**src/rtl/scancode_decoder.sv**
```systemverilog
// PS/2 Set-2 scancode to ASCII translator.
// Stateless lookup with a single registered copy of the result.
module scancode_decoder (
  input  logic       clk,
  input  logic       rst_n,
  input  logic [7:0] scan_code,
  output logic [7:0] ascii_code,
  output logic [7:0] ascii_code_r
);

  always_comb begin
    ascii_code = 8'h00;
    unique case (scan_code)
      8'h1C: ascii_code = "A";
      8'h32: ascii_code = "B";
      8'h21: ascii_code = "C";
      8'h23: ascii_code = "D";
      8'h24: ascii_code = "E";
      8'h2B: ascii_code = "F";
      8'h34: ascii_code = "G";
      8'h33: ascii_code = "H";
      8'h43: ascii_code = "I";
      8'h3B: ascii_code = "J";
      8'h42: ascii_code = "K";
      8'h4B: ascii_code = "L";
      8'h3A: ascii_code = "M";
      8'h31: ascii_code = "N";
      8'h44: ascii_code = "O";
      8'h4D: ascii_code = "P";
      8'h15: ascii_code = "Q";
      8'h2D: ascii_code = "R";
      8'h1B: ascii_code = "S";
      8'h2C: ascii_code = "T";
      8'h3C: ascii_code = "U";
      8'h2A: ascii_code = "V";
      8'h1D: ascii_code = "W";
      8'h22: ascii_code = "X";
      8'h35: ascii_code = "Y";
      8'h1A: ascii_code = "Z";
      8'h45: ascii_code = "0";
      8'h16: ascii_code = "1";
      8'h1E: ascii_code = "2";
      8'h26: ascii_code = "3";
      8'h25: ascii_code = "4";
      8'h2E: ascii_code = "5";
      8'h36: ascii_code = "6";
      8'h3D: ascii_code = "7";
      8'h3E: ascii_code = "8";
      8'h46: ascii_code = "9";
      8'h29: ascii_code = 8'h20;
      8'h5A: ascii_code = 8'h0D;
      8'h66: ascii_code = 8'h08;
      8'h76: ascii_code = 8'h1B;
      8'h0D: ascii_code = 8'h09;
      8'h41: ascii_code = ",";
      8'h49: ascii_code = ".";
      8'h4A: ascii_code = "/";
      8'h4C: ascii_code = ";";
      8'h52: ascii_code = 8'h27;
      8'h4E: ascii_code = "-";
      8'h55: ascii_code = "=";
      8'h54: ascii_code = "[";
      8'h5B: ascii_code = "]";
      8'h5D: ascii_code = 8'h5C;
      8'h0E: ascii_code = 8'h60;
      default: ascii_code = 8'h00;
    endcase
  end

  always_ff @(posedge clk or negedge rst_n) begin
    if (!rst_n)
      ascii_code_r <= 8'h00;
    else
      ascii_code_r <= ascii_code;
  end

endmodule

```
**config.mk**
```make
export PLATFORM = sky130hd
export DESIGN_NAME = scancode_decoder
export DESIGN_NICKNAME = d
export VERILOG_FILES = /design/src/rtl/scancode_decoder.sv
export SDC_FILE = /design/constraint.sdc
export NUM_CORES = 1
export LEC_CHECK = 0
export BUFFER_PORTS_ARGS = -buffer_cell sky130_fd_sc_hd__buf_2
export CORE_AREA = 2 2 49 69
export CTS_BUF_LIST = sky130_fd_sc_hd__clkbuf_8
export DETAILED_ROUTE_END_ITERATION = 8
export DIE_AREA = 0 0 51 71
export SYNTH_ARGS = -nofsm -noshare
export SYNTH_HDL_FRONTEND = slang
export SYNTH_SLANG_ARGS = --single-unit
```
**constraint.sdc**
```tcl
create_clock -name clk -period 1.95 [get_ports clk]
set_input_delay 0.195 -clock clk [delete_from_list [all_inputs] [get_ports clk]]
set_output_delay 0.195 -clock clk [all_outputs]
set_load 0.05 [all_outputs]
```
==> impl_metrics.yaml, run 1 <==
run_status:
  status: "finished, final reports clean"
critical_path:
  critPathRequiredTime_ps: 1750
  worstSetupEndpointType: "output port"
  crit_type: "in2out"
  startpoint: "scan_code[0]"
  arrival_ps: 1720
  endpoint: "ascii_code[5]"
  path_max_fanout: 4
  critPathLaunchType: "input pin"
global_route:
  gr-total-overflow: 0
  busiest_layer: "met2"
  grt_use_met3_pct: 1.266
  gr-usage-all-layers_pct: 23.19
  antenna_found_initial: 0
  grt_pass1_vias: 1414
  globalRouteMet2Util_pct: 42.71
  use_met1_pct: 25.81
  grt_pass1_wl_um: 6492
  grt_max_degree: 29
detailed_routing:
  drt_iter0_drc: 77
  wirelength_um: 4038
  wl_per_cell_um: 16.22
  viasPerCell: 5.771
  ant_nets: 0
  first_pass_iters: 4
  num_vias: 1437
  drc: 0
sta:
  finalSetupViolCount: 0
  hold_viol_final: 0
  layout_min_cycle_time_ps: 1920
  finalMaxSlewViolations: 0
  fin_crit_sh_pct: 98.44
  fmax_mhz: 521.0
  hold_slack_ps: 213.5
layout:
  layout_common_cells: "buf_4, nor2_1, nand2_1, buf_2"
  final_common_cell: "buf_4"
  finish.utilization_pct: 58.17
  drive_gt1_share_pct: 41.90
  multi_input_area_mm2: 0.001054
  largest_reg_flops: 7
  area_growth_pct: 51.94
  top_regs: "ascii_code_r (7)"
  final_cells: 249
  design_area_mm2: 0.001764
  regMostFlops: "ascii_code_r"
  regArea_um2: 175.2
  fillers: 287
  layout.nets: 229
  diodes: 0
cts:
  cts_tree: "done"
  cts_buffers: 3
  clock_path_buffers: 2
  cts.htree.levels: 1
  cts_num_sinks: 7
  ctsRootBufferMaster: "clkbuf_8"
  cts_setup_buffers: 0
  clkTransAtPathRegs_ps: 40
placement:
  post_dp_cell_area_mm2: 0.001523
  portBuffers: 23
  globalplace.congestion: 0.8602
  hpwl_um: 3219
  placed_cells: 244
yosys:
  ys_seq_area_share_pct: 15.09
  syn_inst: 167
  yosysWarnings: 0
  synth_largest_area_cell: "dfrtp_1"
  synthTopCellsByArea: "dfrtp_1, ha_1, nor2_1"
  netlist_area_mm2: 0.001161
  yosysUniqueCellTypes: 44
  avgSynthCellArea_um2: 6.953
  synth_top_area_share_pct: 15.09
  ys_ff_latch: 7
run:
  max_cap_viol_count: 0
die:
  die-width_um: 51
  dieArea_mm2: 0.003621
  rows: 24
  pin_count: 26
  die_y_um: 71
  core_mm2: 0.003033
  initial_core_util_pct: 38.28
power_and_ir_drop:
  vdd_drop_max_uv: 356.1
  powerDensity_mw_per_mm2: 459.2
  cellLeakagePower_nw: 0.7659
min_path:
  hp-class: "in2reg"
==> per-layer routing <==
layer  share of wire (%)  vias up
li1                    -      697
met1                  38      673
met2                  53       53
met3                 4.8       14
met4                 4.3        0
met5                   0        -
==> timing repair <==
action | in CTS | in global routing
hold endpoints to repair | 7 | 0
gates cloned | 0 | 0
hold buffers | 1 | 0
gates resized for setup | 21 | 26
pin swaps | 3 | 7
setup endpoints to repair | 6 | 7
==> cell usage after synthesis <==
library cell  count
nand2_1          17
conb_1            1
a31oi_1           5
a32oi_1           1
nor2b_1           4
o21a_1            1
or3_1             1
o211ai_1          7
o22ai_1           2
mux2_2            1
or2_1             1
o311ai_1          2
nand4_1           4
buf_6             2
o211a_1           1
a31o_1            1
inv_1             3
ha_1              8
nor2_1           18
and2_1            1
o221ai_1          1
nor3_2            1
a221oi_1          2
nand2_2           1
a211oi_1          4
a21oi_1           9
mux2_1            1
or2b_1            1
nand3_1           7
buf_2             6
o31ai_1           2
o32ai_1           3
mux2i_1           4
nand2b_1          4
a32o_1            1
inv_2             4
xor2_1            1
nor3_1            4
o21ai_0          11
or2_2             1
dfrtp_1           7
clkbuf_1          2
buf_4             5
o21ai_1           4
==> through the flow <==
stage / total power, mW / setup TNS (ps) / worst slack, ps
finish: 0.8101 / 0 / 30.50
global placement: 0.5514 / -567.7 / -172.1
global route: 0.8501 / -55.47 / -31.68
CTS: 0.7749 / 0 / 18.70
detailed placement: 0.5537 / -669.1 / -217.9
floorplan: 0.4322 / 0 / 8.322
==> power by group <==
part / internal (mW) / switching, mW / total (mW)
clock: 0.136 / 0.0623 / 0.198
combinational: 0.171 / 0.283 / 0.453
sequential: 0.156 / 0.00222 / 0.158
total: 0.463 / 0.347 / 0.810
==> worst min-delay path by stage <==
stage,from,to,slack [ps],depth (start not counted)
finish,scan_code[7],ascii_code_r[3]$_DFF_PN0_,210,2
CTS,scan_code[7],ascii_code_r[3]$_DFF_PN0_,210,2
floorplan,rst_n,ascii_code_r[0]$_DFF_PN0_,-100,0
global route,scan_code[7],ascii_code_r[3]$_DFF_PN0_,230,2
detailed placement,rst_n,ascii_code_r[4]$_DFF_PN0_,30,1
global placement,rst_n,ascii_code_r[4]$_DFF_PN0_,30,1
==> logic make-up (layout without fill, tap and decap cells) <==
family	Yosys count	in the layout	share of synthesized area (%)
other	1	2	0.3230
flip-flops	7	7	15.09
buffers and inverters	22	64	10.67
adder cells (fa/ha/maj)	8	8	8.621
AO/OA/AOI/OAI	57	57	32.44
AND/OR/NAND/NOR	65	65	26.72
multiplexers	6	6	5.388
XOR/XNOR	1	1	0.7544
==> area by class of cell <==
| cell class | count | area share (%) |
|---|---|---|
| clock inverter | 1 | 0.2128 |
| inverter | 7 | 1.844 |
| tap | 39 | 2.766 |
| multi-input combinational | 139 | 59.72 |
| clock buffer | 3 | 2.340 |
| sequential | 7 | 9.929 |
| timing repair buffer | 53 | 23.19 |
==> critical path: stages <==
cell and delay (ps):
buf_6 100, clkinvlp_4 120, buf_6 140, ha_4 250, mux2_4 270, a32oi_1 180, a21oi_1 90, a31o_1 210
buf_6 160
No activity file was read; power rests on OpenSTA's default activity.
==> run 2, diff against run 1 <==
==> constraint.sdc (replaced) <==
create_clock -name clk -period 1.95 [get_ports clk]
set_input_delay 0.2925 -clock clk [delete_from_list [all_inputs] [get_ports clk]]
set_output_delay 0.2925 -clock clk [all_outputs]
set_load 0.05 [all_outputs]
==> run 2 against run 1 <==
The run now ends with setup timing left. Sequential share of layout area down 1.6 points. Setup slack worse by 200 ps. Highest routed layer unchanged. Clock-buffer cell count unchanged. Fmax down 9.4%. Flip-flop and latch count unchanged. Die area unchanged. Utilization up 11 points. Design area up 19%. Sequential power about the same.
==> impl_metrics.yaml, run 2 (synthesis gave the netlist of run 1 again) <==
critical_path:
  critPathRequiredTime_ps: 1660
  arrival_ps: 1830
  critPathLaunchType: "input pin"
  path_max_fanout: 8
  worstSetupEndpointType: "output port"
  crit_type: "in2out"
placement:
  pre_cts_ws_ps: -323.0
  placed_cells: 267
  portBuffers: 23
  post_dp_cell_area_mm2: 0.001715
  globalplace.congestion: 0.9032
  hpwl_um: 3346
sta:
  rsz0062_at_grt: "true"
  hold_viol_final: 0
  hold_slack_ps: 424.2
  layout_min_cycle_time_ps: 2118
  fin_crit_sh_pct: 108.6
  fin_tns_setup_ps: -756.3
  finalMaxSlewViolations: 0
  finalSetupViolCount: 6
  finalWorstSetupSlack_ps: -168.5
  fmax_mhz: 472.0
cts:
  ctsRootBufferMaster: "clkbuf_8"
  clock_path_buffers: 2
  clkTransAtPathRegs_ps: 40
  cts_tree: "done"
  cts.htree.levels: 1
  cts_buffers: 3
  cts_num_sinks: 7
detailed_routing:
  viasPerCell: 5.884
  ant_nets: 0
  first_pass_iters: 7
  num_vias: 1624
  wl_per_cell_um: 16.72
  wirelength_um: 4616
  drc: 0
  drt_iter0_drc: 61
power_and_ir_drop:
  vdd_drop_max_uv: 345.3
  powerDensity_mw_per_mm2: 421.8
  total_power_uw: 888.2
  cellLeakagePower_nw: 0.9371
layout:
  design_area_mm2: 0.002106
  top_regs: "ascii_code_r (7)"
  layout_common_cells: "buf_4, nor2_1, buf_2, buf_6, nand2_1"
  final_cells: 276
  largest_reg_flops: 7
  finish.utilization_pct: 69.43
  area_growth_pct: 81.36
  final_common_cell: "buf_4"
  diodes: 0
  layout.nets: 256
  drive_gt1_share_pct: 57.38
  regMostFlops: "ascii_code_r"
die:
  die-width_um: 51
  die_y_um: 71
  rows: 24
  dieArea_mm2: 0.003621
  core_mm2: 0.003033
  pin_count: 26
  initial_core_util_pct: 38.28
global_route:
  grt_pass1_vias: 1596
  gr-total-overflow: 0
  gr-usage-all-layers_pct: 25.02
  antenna_found_initial: 0
  grt_max_degree: 19
  grt_pass1_wl_um: 7176
run_status:
  status: "finished with violations"
  violations: "setup timing"
min_path:
  hp-class: "in2reg"
run:
  max_cap_viol_count: 0
## run 2: per-layer routing
layer / GRT usage (%) / share of wire, % / up-vias
met1: 27.20 / 37 / 771
met5: 0 / 0 / -
met4: 16.52 / 4.0 / 0
met3: 1.688 / 4.5 / 19
met2: 45.02 / 55 / 77
li1: - / - / 757
## run 2: area by class of cell
type,instances,area [um^2]
Clock inverter,1,3.754
Sequential cell,7,175.2
Multi-Input combinational cell,139,1167
Fill cell,226,927.1
Clock buffer,3,41.29
Inverter,7,42.54
Timing Repair Buffer,80,626.9
Tap cell,39,48.80
## run 2: worst max-delay path, stage by stage
cell and delay (ps):
buf_2 190, xor2_1 360, mux2_4 340, a32oi_1 180, a21oi_1 90, a31o_1 220, buf_6 160
## run 2: timing repair
item	4_1_cts	5_1_grt
setup buffers	2	3
cloned	0	0
pin swaps	10	20
gates resized for setup	39	42
hold buffers	1	0
endpoints found under the setup margin	7	7
hold endpoints to repair	7	0
## run 2: worst paths after layout
| check | cells after the start | slack (ps) | endpoint | startpoint |
|---|---|---|---|---|
| worst max-delay path | 7 | -170 | ascii_code[5] | scan_code[4] |
| worst min-delay path | 3 | 420 | ascii_code_r[3]$_DFF_PN0_ | scan_code[7] |
| max in group asynchronous | 2 | 1370 | ascii_code_r[2]$_DFF_PN0_ | rst_n |
| min in group asynchronous | 2 | 430 | ascii_code_r[3]$_DFF_PN0_ | rst_n |
## run 2: power breakdown
part,total (mW),internal (mW),switching [mW],leakage [nW]
registers,0.158,0.156,0.00227,0.0933
logic,0.533,0.220,0.313,0.817
clock network,0.197,0.136,0.0608,0.0269
==> run 3, diff against run 2 <==
Settings changed: GPL_TIMING_DRIVEN set to 0.
==> run 3 against run 2 <==
The flow still finishes with violations (setup timing). Clock power hardly changed. Worst hold slack better by 1.7 ps. Wire length decreased by 7.0%. Total power fell by 7.7%. Fmax is 0.44% lower. Clock-buffer cell count stayed put. Sequential share of layout area up 1.3 points. Via count shrank 7.5%. Critical path depth up 2. Largest power group unchanged. Largest cell class unchanged. Design area is 14% lower.
==> impl_metrics.yaml, run 3 (synthesis gave the netlist of run 1 again) <==
die:
  die_y_um: 71
  pin_count: 26
  die-width_um: 51
  core_mm2: 0.003033
  rows: 24
  initial_core_util_pct: 38.28
  dieArea_mm2: 0.003621
cts:
  cts.htree.levels: 1
  cts_tree: "done"
  cts_num_sinks: 7
  clkTransAtPathRegs_ps: 40
  cts_buffers: 3
  clock_path_buffers: 2
  ctsRootBufferMaster: "clkbuf_8"
layout:
  diodes: 0
  top_regs: "ascii_code_r (7)"
  final_cells: 245
  area_growth_pct: 56.68
  regMostFlops: "ascii_code_r"
  design_area_mm2: 0.001819
  layout_common_cells: "buf_4, nor2_1, nand2_1, buf_2"
  fillers: 282
  layout.nets: 225
  drive_gt1_share_pct: 45.15
  largest_reg_flops: 7
  final_common_cell: "buf_4"
sta:
  hold_slack_ps: 425.9
  finalMaxSlewViolations: 0
  finalWorstSetupSlack_ps: -177.9
  finalSetupViolCount: 7
  maxSlewHeadroom_pct: 63.76
  layout_min_cycle_time_ps: 2128
  tightest_slew_ps: 543.6
  rsz0062_at_grt: "true"
  fin_crit_sh_pct: 109.1
  hold_viol_final: 0
  fmax_mhz: 469.9
run_status:
  status: "finished with violations"
  violations: "setup timing"
critical_path:
  crit_chain: "buf_12 > clkinvlp_4 > ha_4 > buf_6 > mux2_4 > a32oi_2 > a21oi_1 > a31o_1 > buf_6"
  crit_top_cell: "buf_6"
  crit_type: "in2out"
  critPathRequiredTime_ps: 1660
  slowest_delay_ps: 270
  path_max_fanout: 5
  worst-path-stages: 9
  cp_top_family: "buffers and inverters"
  cp_slowest_cell: "mux2_4"
  arrival_ps: 1840
  path_buf_inv: 4
  critPathLaunchType: "input pin"
  worstSetupEndpointType: "output port"
power_and_ir_drop:
  vdd_drop_max_uv: 336.2
  powerDensity_mw_per_mm2: 450.6
  cellLeakagePower_nw: 0.7710
  total_power_uw: 819.7
run:
  max_cap_viol_count: 0
detailed_routing:
  wirelength_um: 4294
  num_vias: 1502
  drc: 0
  ant_nets: 0
  drt_iter0_drc: 77
  wl_per_cell_um: 17.53
  viasPerCell: 6.131
  first_pass_iters: 4
placement:
  hpwl_um: 3034
  placed_cells: 228
  globalplace.congestion: 0.9610
  portBuffers: 21
  post_dp_cell_area_mm2: 0.001419
global_route:
  grt_pass1_vias: 1429
  grt_pass1_wl_um: 6851
  gr-usage-all-layers_pct: 24.22
  antenna_found_initial: 0
  gr-total-overflow: 0
  grt_max_degree: 11
min_path:
  hp-class: "in2async"
## run 3: cell count changes in the layout (fill, tap and decap cells not counted), moves of 3 or more
| cell | delta |
|---|---|
| nand3_1 | +3 |
| nand2_1 | +4 |
| a21oi_2 | +3 |
| buf_4 | -34 |
| a21oi_4 | -3 |
| buf_2 | +3 |
| buf_6 | -3 |
| nand3_2 | -3 |
## run 3: cell type report
cell class	count	area [um^2]	share of cell area (%)
Inverter	7	35.03	1.926
Buffer	15	106.4	5.846
Multi-Input combinational cell	139	1142	62.79
Sequential cell	7	175.2	9.629
Clock inverter	1	3.754	0.2063
Clock buffer	3	41.29	2.270
Tap cell	39	48.80	2.682
Timing Repair Buffer	34	266.5	14.65
## run 3: metal layers
layer	global-route usage, %	routed length (um)
met4	15.62	163
met2	41.99	2298
met1	28.02	1540
met3	1.477	292
met5	0	0
## run 3: repair_timing
action | in CTS | in global routing
setup endpoints to repair | 7 | 7
hold buffers | 1 | 0
gates resized for setup | 47 | 12
gates cloned | 1 | 0
hold endpoints to repair | 7 | 0
buffers inserted | 7 | 4
pin swaps | 17 | 12
## run 3: final timing paths
check / start / end / slack [ps]
worst min-delay path: rst_n / ascii_code_r[4]$_DFF_PN0_ / 430
max in group asynchronous: rst_n / ascii_code_r[2]$_DFF_PN0_ / 1370
worst max-delay path: scan_code[0] / ascii_code[5] / -180
min in group clk: scan_code[6] / ascii_code_r[4]$_DFF_PN0_ / 510
## run 3: stage by stage
step                      util, %  TNS [ps]  setup WS [ps]
after floorplan                 -    -85.04         -57.57
after global placement      46.78     -2898         -523.5
after detailed placement    46.78     -2835         -525.0
after CTS                   57.01    -758.9         -139.7
after global routing        59.98     -1253         -215.5
final                       59.98    -912.9         -177.9
## run 3: power by group
group          switching [mW]  internal (mW)  total, mW
Combinational           0.298          0.170      0.468
Sequential            0.00196          0.156      0.158
Clock                  0.0580          0.136      0.194
